$ cat src/rtl/rst_seq_pkg.sv
// Shared types and helpers for the reset sequencer (rst_seq_ctl).
// State encoding, legal STAGES range and counter-width helper.
package rst_seq_pkg;

   typedef enum logic [1:0] {
      WAIT_LOCK = 2'd0,
      RELEASE   = 2'd1,
      RUN       = 2'd2,
      REQ       = 2'd3
   } state_t;

   localparam int STAGES_MIN = 1;
   localparam int STAGES_MAX = 8;

   // True when the number of sequenced reset outputs is supported.
   function automatic bit stages_legal(input int stages);
      return (stages >= STAGES_MIN) && (stages <= STAGES_MAX);
   endfunction

   // Bits needed for a counter that runs 0..max_count-1 (never below 1 bit).
   function automatic int cnt_w(input int max_count);
      return (max_count < 2) ? 1 : $clog2(max_count);
   endfunction

endpackage

$ cat src/rtl/rst_seq_ctl_bit_syn.sv
// bit_syn: generic two-flop single-bit synchroniser, reset value 0.
// Used to bring the asynchronous PLL lock into the sys_clk domain.
module bit_syn (
   input  logic clk_i,
   input  logic rst_n_i,
   input  logic d_i,
   output logic q_o
);

   logic r_meta;
   logic r_sync;

   // Two back-to-back flops; output is d_i delayed by two clock edges.
   always_ff @(posedge clk_i or negedge rst_n_i) begin
      if (!rst_n_i) begin
         r_meta <= 1'b0;
         r_sync <= 1'b0;
      end else begin
         r_meta <= d_i;
         r_sync <= r_meta;
      end
   end

   assign q_o = r_sync;

endmodule

$ cat src/rtl/rst_seq_ctl.sv
// rst_seq_ctl: consumer-side reset sequencer in the sys_clk domain.
// Qualifies PLL lock, releases STAGES reset domains in ascending order spaced
// STAGE_DLY cycles apart, and raises rst_req_o back to the clock/reset
// controller on a software request (or watchdog expiry when RST_SEQ_WDT_EN is
// defined), holding it for at least REQ_HOLD cycles and until acknowledged.
// Handshake: rst_req_o is a level; it drops on the first cycle where the hold
// time has elapsed and rst_ack_i is high. state_o exposes the FSM state.
module rst_seq_ctl
   import rst_seq_pkg::*;
#(
   parameter int STAGES      = 3,
   parameter int STAGE_DLY   = 1000,
   parameter int LOCK_FILT   = 8,
   parameter int REQ_HOLD    = 16,
   parameter int WDT_TIMEOUT = 1048576
) (
   input  logic              clk_i,
   input  logic              rst_n_i,
   input  logic              pll_locked_i,
   input  logic              sw_rst_req_i,
   input  logic              rst_ack_i,
   input  logic              wdt_kick_i,
   output logic [STAGES-1:0] rst_n_o,
   output logic              rst_req_o,
   output logic              busy_o,
   output logic              wdt_flag_o,
   output state_t            state_o
);

   localparam bit STAGES_OK = stages_legal(STAGES);
   localparam int FILT_W    = cnt_w(LOCK_FILT);
   localparam int DLY_W     = cnt_w(STAGE_DLY);
   localparam int IDX_W     = cnt_w(STAGES);
   localparam int HOLD_W    = cnt_w(REQ_HOLD);

   localparam logic [FILT_W-1:0] FILT_LAST = FILT_W'(LOCK_FILT - 1);
   localparam logic [DLY_W-1:0]  DLY_LAST  = DLY_W'(STAGE_DLY - 1);
   localparam logic [IDX_W-1:0]  IDX_LAST  = IDX_W'(STAGES - 1);
   localparam logic [HOLD_W-1:0] HOLD_LAST = HOLD_W'(REQ_HOLD - 1);

   generate
      if (!STAGES_OK) begin : g_bad_stages
         $error("rst_seq_ctl: STAGES must be within 1..8");
      end
   endgenerate

   state_t              r_state, w_state;
   logic [FILT_W-1:0]   r_filt_cnt, w_filt_cnt;
   logic [DLY_W-1:0]    r_dly_cnt, w_dly_cnt;
   logic [IDX_W-1:0]    r_idx, w_idx;
   logic [HOLD_W-1:0]   r_hold_cnt, w_hold_cnt;
   logic [STAGES-1:0]   r_rst_n, w_rst_n;
   logic                r_req, w_req;
   logic                r_busy;
   logic                w_lock_s;
   logic                w_expire;

   bit_syn u_lock_syn (
      .clk_i   (clk_i),
      .rst_n_i (rst_n_i),
      .d_i     (pll_locked_i),
      .q_o     (w_lock_s)
   );

   // State, counters and registered outputs.
   always_ff @(posedge clk_i or negedge rst_n_i) begin
      if (!rst_n_i) begin
         r_state    <= WAIT_LOCK;
         r_filt_cnt <= '0;
         r_dly_cnt  <= '0;
         r_idx      <= '0;
         r_hold_cnt <= '0;
         r_rst_n    <= '0;
         r_req      <= 1'b0;
         r_busy     <= 1'b1;
      end else begin
         r_state    <= w_state;
         r_filt_cnt <= w_filt_cnt;
         r_dly_cnt  <= w_dly_cnt;
         r_idx      <= w_idx;
         r_hold_cnt <= w_hold_cnt;
         r_rst_n    <= w_rst_n;
         r_req      <= w_req;
         r_busy     <= (w_state != RUN);
      end
   end

   // Next-state and next-output logic; lock loss outranks any request.
   always_comb begin
      w_state    = r_state;
      w_filt_cnt = r_filt_cnt;
      w_dly_cnt  = r_dly_cnt;
      w_idx      = r_idx;
      w_hold_cnt = r_hold_cnt;
      w_rst_n    = r_rst_n;
      w_req      = r_req;
      case (r_state)
         WAIT_LOCK: begin
            w_rst_n = '0;
            if (!w_lock_s) begin
               w_filt_cnt = '0;
            end else if (r_filt_cnt == FILT_LAST) begin
               w_state    = RELEASE;
               w_filt_cnt = '0;
               w_dly_cnt  = '0;
               w_idx      = '0;
            end else begin
               w_filt_cnt = r_filt_cnt + 1'b1;
            end
         end
         RELEASE, RUN: begin
            if (!w_lock_s) begin
               w_state = WAIT_LOCK;
               w_rst_n = '0;
            end else if (sw_rst_req_i || w_expire) begin
               w_state    = REQ;
               w_rst_n    = '0;
               w_req      = 1'b1;
               w_hold_cnt = '0;
            end else if (r_state == RELEASE) begin
               if (r_dly_cnt == DLY_LAST) begin
                  w_dly_cnt      = '0;
                  w_rst_n[r_idx] = 1'b1;
                  w_idx          = r_idx + 1'b1;
                  if (r_idx == IDX_LAST) begin
                     w_state = RUN;
                  end
               end else begin
                  w_dly_cnt = r_dly_cnt + 1'b1;
               end
            end
         end
         REQ: begin
            if (r_hold_cnt != HOLD_LAST) begin
               w_hold_cnt = r_hold_cnt + 1'b1;
            end else if (rst_ack_i) begin
               w_state    = WAIT_LOCK;
               w_req      = 1'b0;
               w_hold_cnt = '0;
            end
         end
         default: begin
            w_state = WAIT_LOCK;
            w_rst_n = '0;
         end
      endcase
   end

`ifdef RST_SEQ_WDT_EN
   localparam int                WDT_W    = cnt_w(WDT_TIMEOUT);
   localparam logic [WDT_W-1:0]  WDT_LAST = WDT_W'(WDT_TIMEOUT - 1);

   logic [WDT_W-1:0] r_wdt_cnt;
   logic             r_wdt_flag;
   logic             w_req_entry;

   assign w_expire    = (r_state == RUN) && (r_wdt_cnt == WDT_LAST) && !wdt_kick_i;
   assign w_req_entry = (w_state == REQ) && (r_state != REQ);

   // Watchdog counts unkicked RUN cycles; flag records the source of the last request.
   always_ff @(posedge clk_i or negedge rst_n_i) begin
      if (!rst_n_i) begin
         r_wdt_cnt  <= '0;
         r_wdt_flag <= 1'b0;
      end else begin
         if ((r_state != RUN) || wdt_kick_i || (r_wdt_cnt == WDT_LAST)) begin
            r_wdt_cnt <= '0;
         end else begin
            r_wdt_cnt <= r_wdt_cnt + 1'b1;
         end
         if (w_req_entry) begin
            r_wdt_flag <= w_expire;
         end
      end
   end

   assign wdt_flag_o = r_wdt_flag;
`else
   logic w_unused_wdt;
   assign w_expire     = 1'b0;
   assign w_unused_wdt = wdt_kick_i ^ (WDT_TIMEOUT == 0);
   assign wdt_flag_o   = 1'b0;
`endif

   assign rst_n_o   = r_rst_n;
   assign rst_req_o = r_req;
   assign busy_o    = r_busy;
   assign state_o   = r_state;

endmodule
$ cat config.mk
export PLATFORM = sky130hd
export DESIGN_NAME = rst_seq_ctl
export DESIGN_NICKNAME = d
export VERILOG_FILES = /design/src/rtl/rst_seq_pkg.sv /design/src/rtl/rst_seq_ctl_bit_syn.sv /design/src/rtl/rst_seq_ctl.sv
export SDC_FILE = /design/constraint.sdc
export NUM_CORES = 1
export LEC_CHECK = 0
export CORE_MARGIN = 2
export CORE_UTILIZATION = 52
export CTS_CLUSTER_DIAMETER = 50
export DETAILED_ROUTE_END_ITERATION = 12
export MAX_ROUTING_LAYER = met4
export PLACE_DENSITY = 0.81
export SYNTH_ARGS = -nofsm -noshare
export SYNTH_HDL_FRONTEND = slang
export SYNTH_SLANG_ARGS = --single-unit
$ cat constraint.sdc
create_clock -name clk_i -period 1.9 [get_ports clk_i]
set_clock_uncertainty 0.1 [all_clocks]
set_input_delay 0.38 -clock clk_i [delete_from_list [all_inputs] [get_ports clk_i]]
set_output_delay 0.38 -clock clk_i [all_outputs]
set_load 0.02 [all_outputs]
==> impl_metrics.json, run 1 <==
{
  "outcome": "finished, final reports clean",
  "layout_commonest_cell": "dfrtp_1",
  "cts_root_buf": "clkbuf_4",
  "min_to": "u_lock_syn.q_o$_DFF_PN0_",
  "p_int_w": 0.00122,
  "p_comb_share_pct": 45.6,
  "final_antenna_net_count": 0,
  "drv_slew": 0,
  "die_w_um": 61.2,
  "wl_per_cell_um": 14.6,
  "timing.fmax_ghz": 0.549,
  "dp_slack_ns": -0.0939,
  "grt_pass1_vias": 1396,
  "clock_power_share_pct": 15.1,
  "die_h_um": 61.2,
  "start_util_pct": 55.3,
  "async_flop_share_pct": 100,
  "drc": 0,
  "design_area_um2": 2040,
  "synth_seq_cells": 28,
  "critPathKind": "reg -> reg",
  "final_cell_mix": "25 x dfrtp_1, 15 x buf_4, 12 x nand2_1, 12 x nand3_1, 11 x ha_1",
  "num_vias": 1411,
  "power_density_nw_per_um2": 956,
  "grt.total_usage_pct": 21.5,
  "drt_wl_total_um": 3540,
  "worst_ep_required_time_ns": 2.06,
  "crit_fanout": 7,
  "relSlewSlack_pct": 66.2,
  "power_frac_seq_pct": 39.3,
  "min-delay-start": "u_lock_syn.r_meta$_DFF_PN0_",
  "gp_congestion": 0.812,
  "rrSetupSlack_ns": 0.08,
  "p_switching_w": 0.000732,
  "synth_xor_area_share_pct": 0,
  "drv_cap": 0,
  "holdPathStages": 0,
  "synth-simple-area-share_pct": 22.1,
  "postCtsHoldBufs": 0,
  "whs_ns": 0.272,
  "dieArea_um2": 3750,
  "syn_to_final_growth_pct": 19.8,
  "yosysTopAreaCell": "dfrtp_1",
  "finalHoldViolations": 0,
  "antenna_cells": 0,
  "grt_max_degree": 29,
  "finalCritPeriodShare_pct": 95.9,
  "synth_ff_type": "dfrtp_1",
  "worst_skew_pair.late_latency_ns": 0.33,
  "synth_adder_area_share_pct": 9.56,
  "swShare_pct": 37.6,
  "num-nets-final": 218,
  "fin_crit_ns": 1.82,
  "syn_area_per_cell_um2": 9.78,
  "clkTransAtPathRegs_ns": 0.15,
  "grt_first_pass_wirelength_um": 5870,
  "num_rows": 20,
  "start_kind": "register",
  "end_kind": "register",
  "synth_compound_area_share_pct": 20.7,
  "p_leak_nw": 0.859,
  "syn_inst": 174,
  "overflow": 0,
  "yosys_warnings": 0,
  "synth_top_area_share_pct": 39.7,
  "mappedNetlistArea_um2": 1700,
  "rr_endpoint": "r_dly_cnt[3]$_DFFE_PN0P_",
  "synthMuxAreaShare_pct": 1.18,
  "first_pass_iters": 4,
  "synth_fp_nets": 193,
  "yosysUniqueCellTypes": 50,
  "cts_made_buffers": 3,
  "clockBufferDepth": 2,
  "synth-edff-count": 0,
  "ir_worst_vdd_v": 0.000706,
  "drt-initial-drc-count": 83,
  "finalWorstSetupSlack_ns": 0.0782,
  "final.fill_count": 248,
  "vias_per_cell": 5.83,
  "post_dp_cell_area_um2": 1940,
  "ys_seq_area_share_pct": 41.3,
  "drive_gt1_share_pct": 19.7,
  "cts_tree": "built",
  "worst_pin_slew_ns": 0.502,
  "port_buffers": 11,
  "worstPathArrival_ns": 1.98,
  "hold_class": "reg -> reg",
  "clkSinkCount": 28,
  "core_area_um2": 3080,
  "synthTopCellsByArea": "dfrtp_1 40%, ha_1 9.6%, a31oi_1 5.1%, nand3_1 3.5%, inv_1 2.6%",
  "r2r_cells": 6,
  "reg2reg_from": "state_o[0]$_DFF_PN0_",
  "antenna_found_initial": 0,
  "hpwl_um": 2550,
  "htreeDepth": 1,
  "io_pins": 14,
  "finalSetupViolCount": 0,
  "synth_top_family_by_area": "simple AND/OR/NAND/NOR gates"
}
==> power groups by stage <==
stage	logic [W]	clock network, W	registers, W
floorplan	0.000547	0	0.000780
global placement	0.000793	0	0.000768
detailed placement	0.000822	0	0.000777
CTS	0.000819	0.000304	0.000765
global route	0.000995	0.000334	0.000780
finish	0.000888	0.000295	0.000766
==> cells in the mapped netlist (all sizes together) (3+ instances only) <==
master	number
and3	4
inv	13
nor2	6
o211ai	4
nor2b	3
o21ai	9
dfrtp	27
nor4	3
a31oi	14
and2	5
nand3	13
o31ai	3
nand2	12
clkbuf	3
o22ai	4
buf	3
ha	13
==> routing by layer <==
layer  vias up  GRT usage [%]  routed length (µm)
met4         0           9.63                  65
met5         -              -                   0
met3         7           2.94                 125
met2        32           37.2                1760
met1       669           24.6                1590
li1        703              -                   -
==> timing repair <==
| action | in CTS | in global routing |
|---|---|---|
| buffers inserted | 0 | 3 |
| gates resized for setup | 3 | 9 |
| endpoints found under the setup margin | 3 | 10 |
| pin swaps | 0 | 2 |
| endpoints found under the hold margin | 0 | 0 |
==> cell families (layout without fill, tap and decap cells) <==
group | after synthesis | count (layout)
mux | 2 | 2
fa+ha+maj | 13 | 13
flops | 28 | 28
buf+inv | 19 | 43
simple gates | 62 | 62
compound gates | 49 | 49
other cells | 1 | 1
==> flip-flops by register name, indices dropped and copies added (netlist names) <==
name,count
rst_n_o,3
busy_o,1
r_hold_cnt,4
r_filt_cnt,3
r_idx,2
r_dly_cnt,10
rst_req_o,1
state_o,2
u_lock_syn.r_meta,1
u_lock_syn.q_o,1
==> worst max path at each step <==
stage | from | endpoint | slack (ns) | depth (start not counted)
4_1_cts | r_filt_cnt[0]$_DFFE_PN0N_ | r_dly_cnt[3]$_DFFE_PN0P_ | 0.02 | 7
6_report | state_o[0]$_DFF_PN0_ | r_dly_cnt[3]$_DFFE_PN0P_ | 0.08 | 6
3_3_place_gp | rst_ack_i | r_hold_cnt[3]$_DFFE_PN0P_ | -0.02 | 5
5_1_grt | r_filt_cnt[1]$_DFFE_PN0N_ | r_dly_cnt[3]$_DFFE_PN0P_ | -0.008 | 7
3_5_place_dp | sw_rst_req_i | r_dly_cnt[3]$_DFFE_PN0P_ | -0.09 | 6
2_1_floorplan | state_o[0]$_DFF_PN0_ | r_hold_cnt[3]$_DFFE_PN0P_ | 0.02 | 6
==> critical path, cell delays in order (launching register included) <==
cell     delay [ns]
dfrtp_2        0.44
buf_4          0.16
ha_1           0.28
nor4_4         0.28
buf_4          0.20
a31oi_1        0.11
a31oi_2        0.19
==> per-stage QoR <==
stage	cells	power, W	utilization, %	setup TNS [ns]
floorplan	174	0.00133	-	0
global placement	235	0.00156	62.9	-0.0656
detailed placement	235	0.00160	62.9	-0.466
CTS	239	0.00189	63.9	0
global route	242	0.00211	66.2	-0.00796
finish	242	0.00195	66.2	0
==> cell type report <==
type | count | area, µm² | share of cell area (%)
Multi-Input combinational cell | 127 | 975 | 47.8
Sequential cell | 28 | 704 | 34.6
Timing Repair Buffer | 26 | 219 | 10.7
Tap cell | 44 | 55.1 | 2.70
Inverter | 13 | 48.8 | 2.39
Clock buffer | 4 | 36.3 | 1.78
No activity file was read; power rests on OpenSTA's default activity.
==> run 2: changes to the inputs <==
--- a/config.mk
+++ b/config.mk
@@ -6,5 +6,5 @@
 export NUM_CORES = 1
 export LEC_CHECK = 0
-export CORE_MARGIN = 2
+export CORE_MARGIN = 3
 export CORE_UTILIZATION = 52
 export CTS_CLUSTER_DIAMETER = 50
==> constraint.sdc (replaced) <==
create_clock -name clk_i -period 1.9 [get_ports clk_i]
set_clock_uncertainty 0.1 [all_clocks]
set_input_delay 0.475 -clock clk_i [delete_from_list [all_inputs] [get_ports clk_i]]
set_output_delay 0.475 -clock clk_i [all_outputs]
set_load 0.02 [all_outputs]
==> run 2 against run 1 <==
Combinational power decreased by 0.9%. Register-to-register slack about the same. Worst setup slack got worse by 0.011 ns. Total power decreased by 2.1%. Clock power decreased by 13%. Highest routed layer unchanged. Routed wire length decreased by 0.87%. Sequential power increased by 0.5%. Cell count decreased by 1.2%. Die area increased by 6.6%. Clock-buffer cell count unchanged. Non-clock buffer count decreased by 3. Largest cell class unchanged. Hold slack about the same.
==> impl_metrics.json, run 2 (same netlist as run 1, synthesis figures left out) <==
{
  "antenna_found_initial": 0,
  "finalSetupViolCount": 0,
  "finalHoldViolations": 0,
  "die_h_um": 63.2,
  "p_comb_share_pct": 46.2,
  "critPathKind": "reg -> reg",
  "largest_reg_flops": 10,
  "dieArea_um2": 3990,
  "p_switching_w": 0.000733,
  "crit_fanout": 7,
  "final_antenna_net_count": 0,
  "first_pass_iters": 6,
  "drive_gt1_share_pct": 18.5,
  "whs_ns": 0.272,
  "io_pins": 14,
  "p_leak_nw": 0.856,
  "final_cells": 239,
  "end_kind": "register",
  "power_density_nw_per_um2": 950,
  "layout_commonest_cell": "dfrtp_1",
  "port_buffers": 11,
  "timing.fmax_ghz": 0.546,
  "hold_class": "reg -> reg",
  "ir_worst_vdd_v": 0.000607,
  "total_power_w": 0.00191,
  "p_int_w": 0.00117,
  "worst_ep_required_time_ns": 2.02,
  "drt_wl_total_um": 3510,
  "postCtsHoldBufs": 0,
  "start_util_pct": 55.3,
  "cts_root_buf": "clkbuf_4",
  "syn_to_final_growth_pct": 18.0,
  "fin_crit_ns": 1.83,
  "worstPathArrival_ns": 1.95,
  "drv_slew": 0,
  "htreeDepth": 1,
  "swShare_pct": 38.4,
  "hpwl_um": 2560,
  "finalWorstSetupSlack_ns": 0.0675,
  "rsz0062_at_grt": "false",
  "wl_per_cell_um": 14.7,
  "outcome": "finished, final reports clean",
  "grt.total_usage_pct": 20.1,
  "clkSinkCount": 28,
  "dp_slack_ns": -0.161,
  "gp_congestion": 0.848,
  "final_cell_mix": "25 x dfrtp_1, 12 x nand2_1, 12 x nand3_1, 12 x a31oi_1, 11 x buf_4",
  "antenna_cells": 0,
  "core_area_um2": 3080,
  "vias_per_cell": 5.93,
  "drv_cap": 0,
  "grt_max_degree": 29,
  "dpl.cell_count": 235,
  "drc": 0,
  "grt_pass1_vias": 1517,
  "num_vias": 1418,
  "num_rows": 20,
  "design_area_um2": 2010,
  "top_register": "r_dly_cnt",
  "start_kind": "register",
  "power_frac_seq_pct": 40.3,
  "grt_first_pass_wirelength_um": 6350,
  "clock_power_share_pct": 13.5,
  "cts_tree": "built",
  "top_regs": "r_dly_cnt: 10 flops, r_hold_cnt: 4 flops",
  "overflow": 0,
  "final.fill_count": 264,
  "num-nets-final": 215,
  "post_cts_buffers": 0,
  "worst_skew_pair.late_latency_ns": 0.33,
  "post_dp_cell_area_um2": 1940,
  "die_w_um": 63.2,
  "drt-initial-drc-count": 72,
  "finalCritPeriodShare_pct": 96.4,
  "clockBufferDepth": 2,
  "cts_made_buffers": 3,
  "clkTransAtPathRegs_ns": 0.15
}
run 2: what timing repair did:
item                       in CTS  in global routing
gates cloned                    0                  0
setup endpoints to repair       6                 14
resized for setup               6                 12
pin swaps                       0                  3
run 2: per-stage QoR:
| step | utilization, % | TNS, ns |
|---|---|---|
| CTS | 63.5 | 0 |
| global placement | 62.9 | -1.26 |
| floorplan | - | 0 |
| detailed placement | 62.9 | -1.65 |
| finish | 65.2 | 0 |
| global route | 65.2 | 0 |
run 2: final timing paths:
path,slack (ns),depth (start not counted),endpoint,from
max in group asynchronous,1.00,2,busy_o$_DFF_PN1_,rst_n_i
worst max register to register,0.07,7,r_dly_cnt[6]$_DFFE_PN0P_,r_filt_cnt[0]$_DFFE_PN0N_
worst min-delay path,0.27,0,u_lock_syn.q_o$_DFF_PN0_,u_lock_syn.r_meta$_DFF_PN0_
worst max-delay path,0.07,7,r_dly_cnt[6]$_DFFE_PN0P_,r_filt_cnt[0]$_DFFE_PN0N_
worst min register to register,0.27,0,u_lock_syn.q_o$_DFF_PN0_,u_lock_syn.r_meta$_DFF_PN0_
min in group asynchronous,0.40,2,r_dly_cnt[8]$_DFFE_PN0P_,rst_n_i
run 2: layer usage:
layer | vias up | track usage (%) | part of all wire (%)
li1 | 696 | - | -
met1 | 686 | 22.6 | 43
met2 | 29 | 36.2 | 52
met3 | 7 | 2.50 | 2.7
met4 | 0 | 7.82 | 1.9
met5 | - | - | 0
run 2: layout make-up:
class                           count  area [µm²]  share of cell area, %
Tap cell                           44        55.1                   2.74
Multi-Input combinational cell    127         975                   48.5
Inverter                           13        48.8                   2.43
Clock buffer                        4        26.3                   1.31
Timing Repair Buffer               23         199                   9.91
Sequential cell                    28         704                   35.1
run 2: power by group through the flow:
stage               Sequential [W]  Combinational, W  Clock, W
finish                    0.000770          0.000880  0.000258
global route              0.000784          0.000999  0.000294
CTS                       0.000765          0.000827  0.000266
detailed placement        0.000778          0.000829         0
global placement          0.000768          0.000795         0
floorplan                 0.000780          0.000547         0
run 2: critical path, cell delays in order (launching register included):
cell     delay [ns]
dfrtp_1        0.41
ha_2           0.18
ha_2           0.18
and2b_4        0.29
nor4_4         0.05
buf_4          0.17
a31oi_1        0.28
a31oi_4        0.05
==> run 3: changes to the inputs <==
CAP_MARGIN = 20   (was default)
CORE_UTILIZATION = 40   (was 52)
PLACE_DENSITY = 0.67   (was 0.81)
==> run 3 against run 2 <==
Clock-buffer cell count is the same. Via count is 2.3% higher. Non-clock buffer count increased by 5. Hold slack got worse by 0.010 ns. Fmax rose by 0.40%. Register-to-register slack about the same. Cell count rose by 4.6%. Sequential power hardly changed. Critical path type unchanged. Largest power group unchanged.
==> impl_metrics.json, run 3 (same netlist as run 1, synthesis figures left out) <==
{
  "hold_class": "reg -> reg",
  "ir_worst_vdd_v": 0.000726,
  "num_rows": 23,
  "antenna_cells": 0,
  "worst_ep_required_time_ns": 2.00,
  "gp_congestion": 0.842,
  "top_regs": "r_dly_cnt: 10 flops, r_hold_cnt: 4 flops",
  "worst_path_max_delay_cell": "dfrtp_1",
  "port_buffers": 11,
  "fin_crit_ns": 1.83,
  "drv_cap": 0,
  "cts_root_buf": "clkbuf_8",
  "grt_max_degree": 29,
  "syn_to_final_growth_pct": 19.7,
  "drive_gt1_share_pct": 18.0,
  "start_kind": "register",
  "crit_fanout": 7,
  "grt.total_usage_pct": 16.3,
  "final_cells": 250,
  "antenna_found_initial": 0,
  "vias_per_cell": 5.80,
  "die_w_um": 71.2,
  "critPathKind": "reg -> reg",
  "overflow": 0,
  "dp_slack_ns": -0.183,
  "outcome": "finished, final reports clean",
  "clkTransAtPathRegs_ns": 0.10,
  "drt-initial-drc-count": 91,
  "io_pins": 14,
  "grt_pass1_vias": 1499,
  "num-nets-final": 220,
  "clockBufferDepth": 2,
  "finalSetupViolCount": 0,
  "hpwl_um": 2690,
  "finalHoldViolations": 0,
  "timing.fmax_ghz": 0.548,
  "whs_ns": 0.261,
  "clkSinkCount": 28,
  "start_util_pct": 41.9,
  "die_h_um": 71.2,
  "finalWorstSetupSlack_ns": 0.0748,
  "final_antenna_net_count": 0,
  "first_pass_iters": 4,
  "dpl.cell_count": 244,
  "worstPathArrival_ns": 1.92,
  "drc": 0,
  "layout_commonest_cell": "dfrtp_1",
  "final.fill_count": 364,
  "num_vias": 1451,
  "drv_slew": 0,
  "worst_skew_pair.late_latency_ns": 0.27,
  "critPathMaxStageDelay_ns": 0.40,
  "cts_made_buffers": 3,
  "rsz0062_at_grt": "false",
  "final_cell_mix": "25 x dfrtp_1, 17 x buf_4, 14 x a31oi_1",
  "power_density_nw_per_um2": 986,
  "top_register": "r_dly_cnt",
  "postCtsHoldBufs": 0,
  "p_leak_nw": 0.869,
  "largest_reg_flops": 10,
  "htreeDepth": 1,
  "cts_tree": "built",
  "grt_first_pass_wirelength_um": 6630,
  "finalCritPeriodShare_pct": 96.1,
  "core_area_um2": 4060,
  "dieArea_um2": 5070,
  "end_kind": "register",
  "wl_per_cell_um": 14.6,
  "path_cells": "ha_1, ha_2, and2b_4, nor3_1, and2_1, buf_4, a31oi_1",
  "drt_wl_total_um": 3640
}
run 3: changes by cell type in the layout (fill, tap and decap cells not counted), moves of 3 or more:
cell,delta
dlygate4sd2_1,-3
clkbuf_8,+4
clkdlybuf4s50_1,+4
buf_4,+6
clkbuf_4,-3
run 3: final timing paths:
path	from	to	slack, ns	cells after the start
min in group asynchronous	rst_n_i	r_hold_cnt[2]$_DFFE_PN0P_	0.48	2
worst min register to register	u_lock_syn.r_meta$_DFF_PN0_	u_lock_syn.q_o$_DFF_PN0_	0.26	0
max in group asynchronous	rst_n_i	busy_o$_DFF_PN1_	0.92	2
worst max register to register	r_filt_cnt[0]$_DFFE_PN0N_	r_dly_cnt[8]$_DFFE_PN0P_	0.07	7
worst max-delay path	r_filt_cnt[0]$_DFFE_PN0N_	r_dly_cnt[8]$_DFFE_PN0P_	0.07	7
worst min-delay path	u_lock_syn.r_meta$_DFF_PN0_	u_lock_syn.q_o$_DFF_PN0_	0.26	0
run 3: worst max-delay path, delay by kind of cell, from the launching register on:
kind                     cells  cell delay [ns]
flip-flops                   1             0.40
AO/OA/AOI/OAI                1             0.18
buffers and inverters        1             0.16
AND/OR/NAND/NOR              3             0.52
adder cells (fa/ha/maj)      2             0.39
run 3: area by class of cell:
cell class                 count  area, µm²  area share [%]
timing repair buffer          28        234            11.5
multi-input combinational    127        932            45.8
inverter                      13       48.8            2.40
clock buffer                   4       55.1            2.70
sequential                    28        704            34.6
tap                           50       62.6            3.07
run 3: routing by layer:
metal,vias up,wire length (µm),GRT usage (%)
met5,-,0,-
met4,0,31,4.59
met1,710,1590,19.5
li1,707,-,-
met3,4,144,3.51
met2,30,1870,27.7
run 3: power by group:
part | internal (W) | switching [W] | total (W)
Combinational | 0.000404 | 0.000465 | 0.000869
Clock | 0.000186 | 0.000187 | 0.000372
Sequential | 0.000687 | 0.0000811 | 0.000768
run 3: repair_timing:
item / 4_1_cts / 5_1_grt
setup endpoints to repair: 3 / 14
pin swaps: 0 / 2
buffers inserted: 0 / 2
gates resized for setup: 3 / 4
run 3: metrics by stage:
| step | instance area (µm²) | power (W) | TNS, ns | util [%] |
|---|---|---|---|---|
| global placement | 1970 | 0.00157 | -1.25 | 48.4 |
| finish | 2040 | 0.00201 | 0 | 50.2 |
| detailed placement | 1970 | 0.00162 | -2.02 | 48.4 |
| CTS | 2020 | 0.00199 | 0 | 49.7 |
| global route | 2040 | 0.00218 | 0 | 50.2 |
| floorplan | 1720 | 0.00133 | 0 | - |
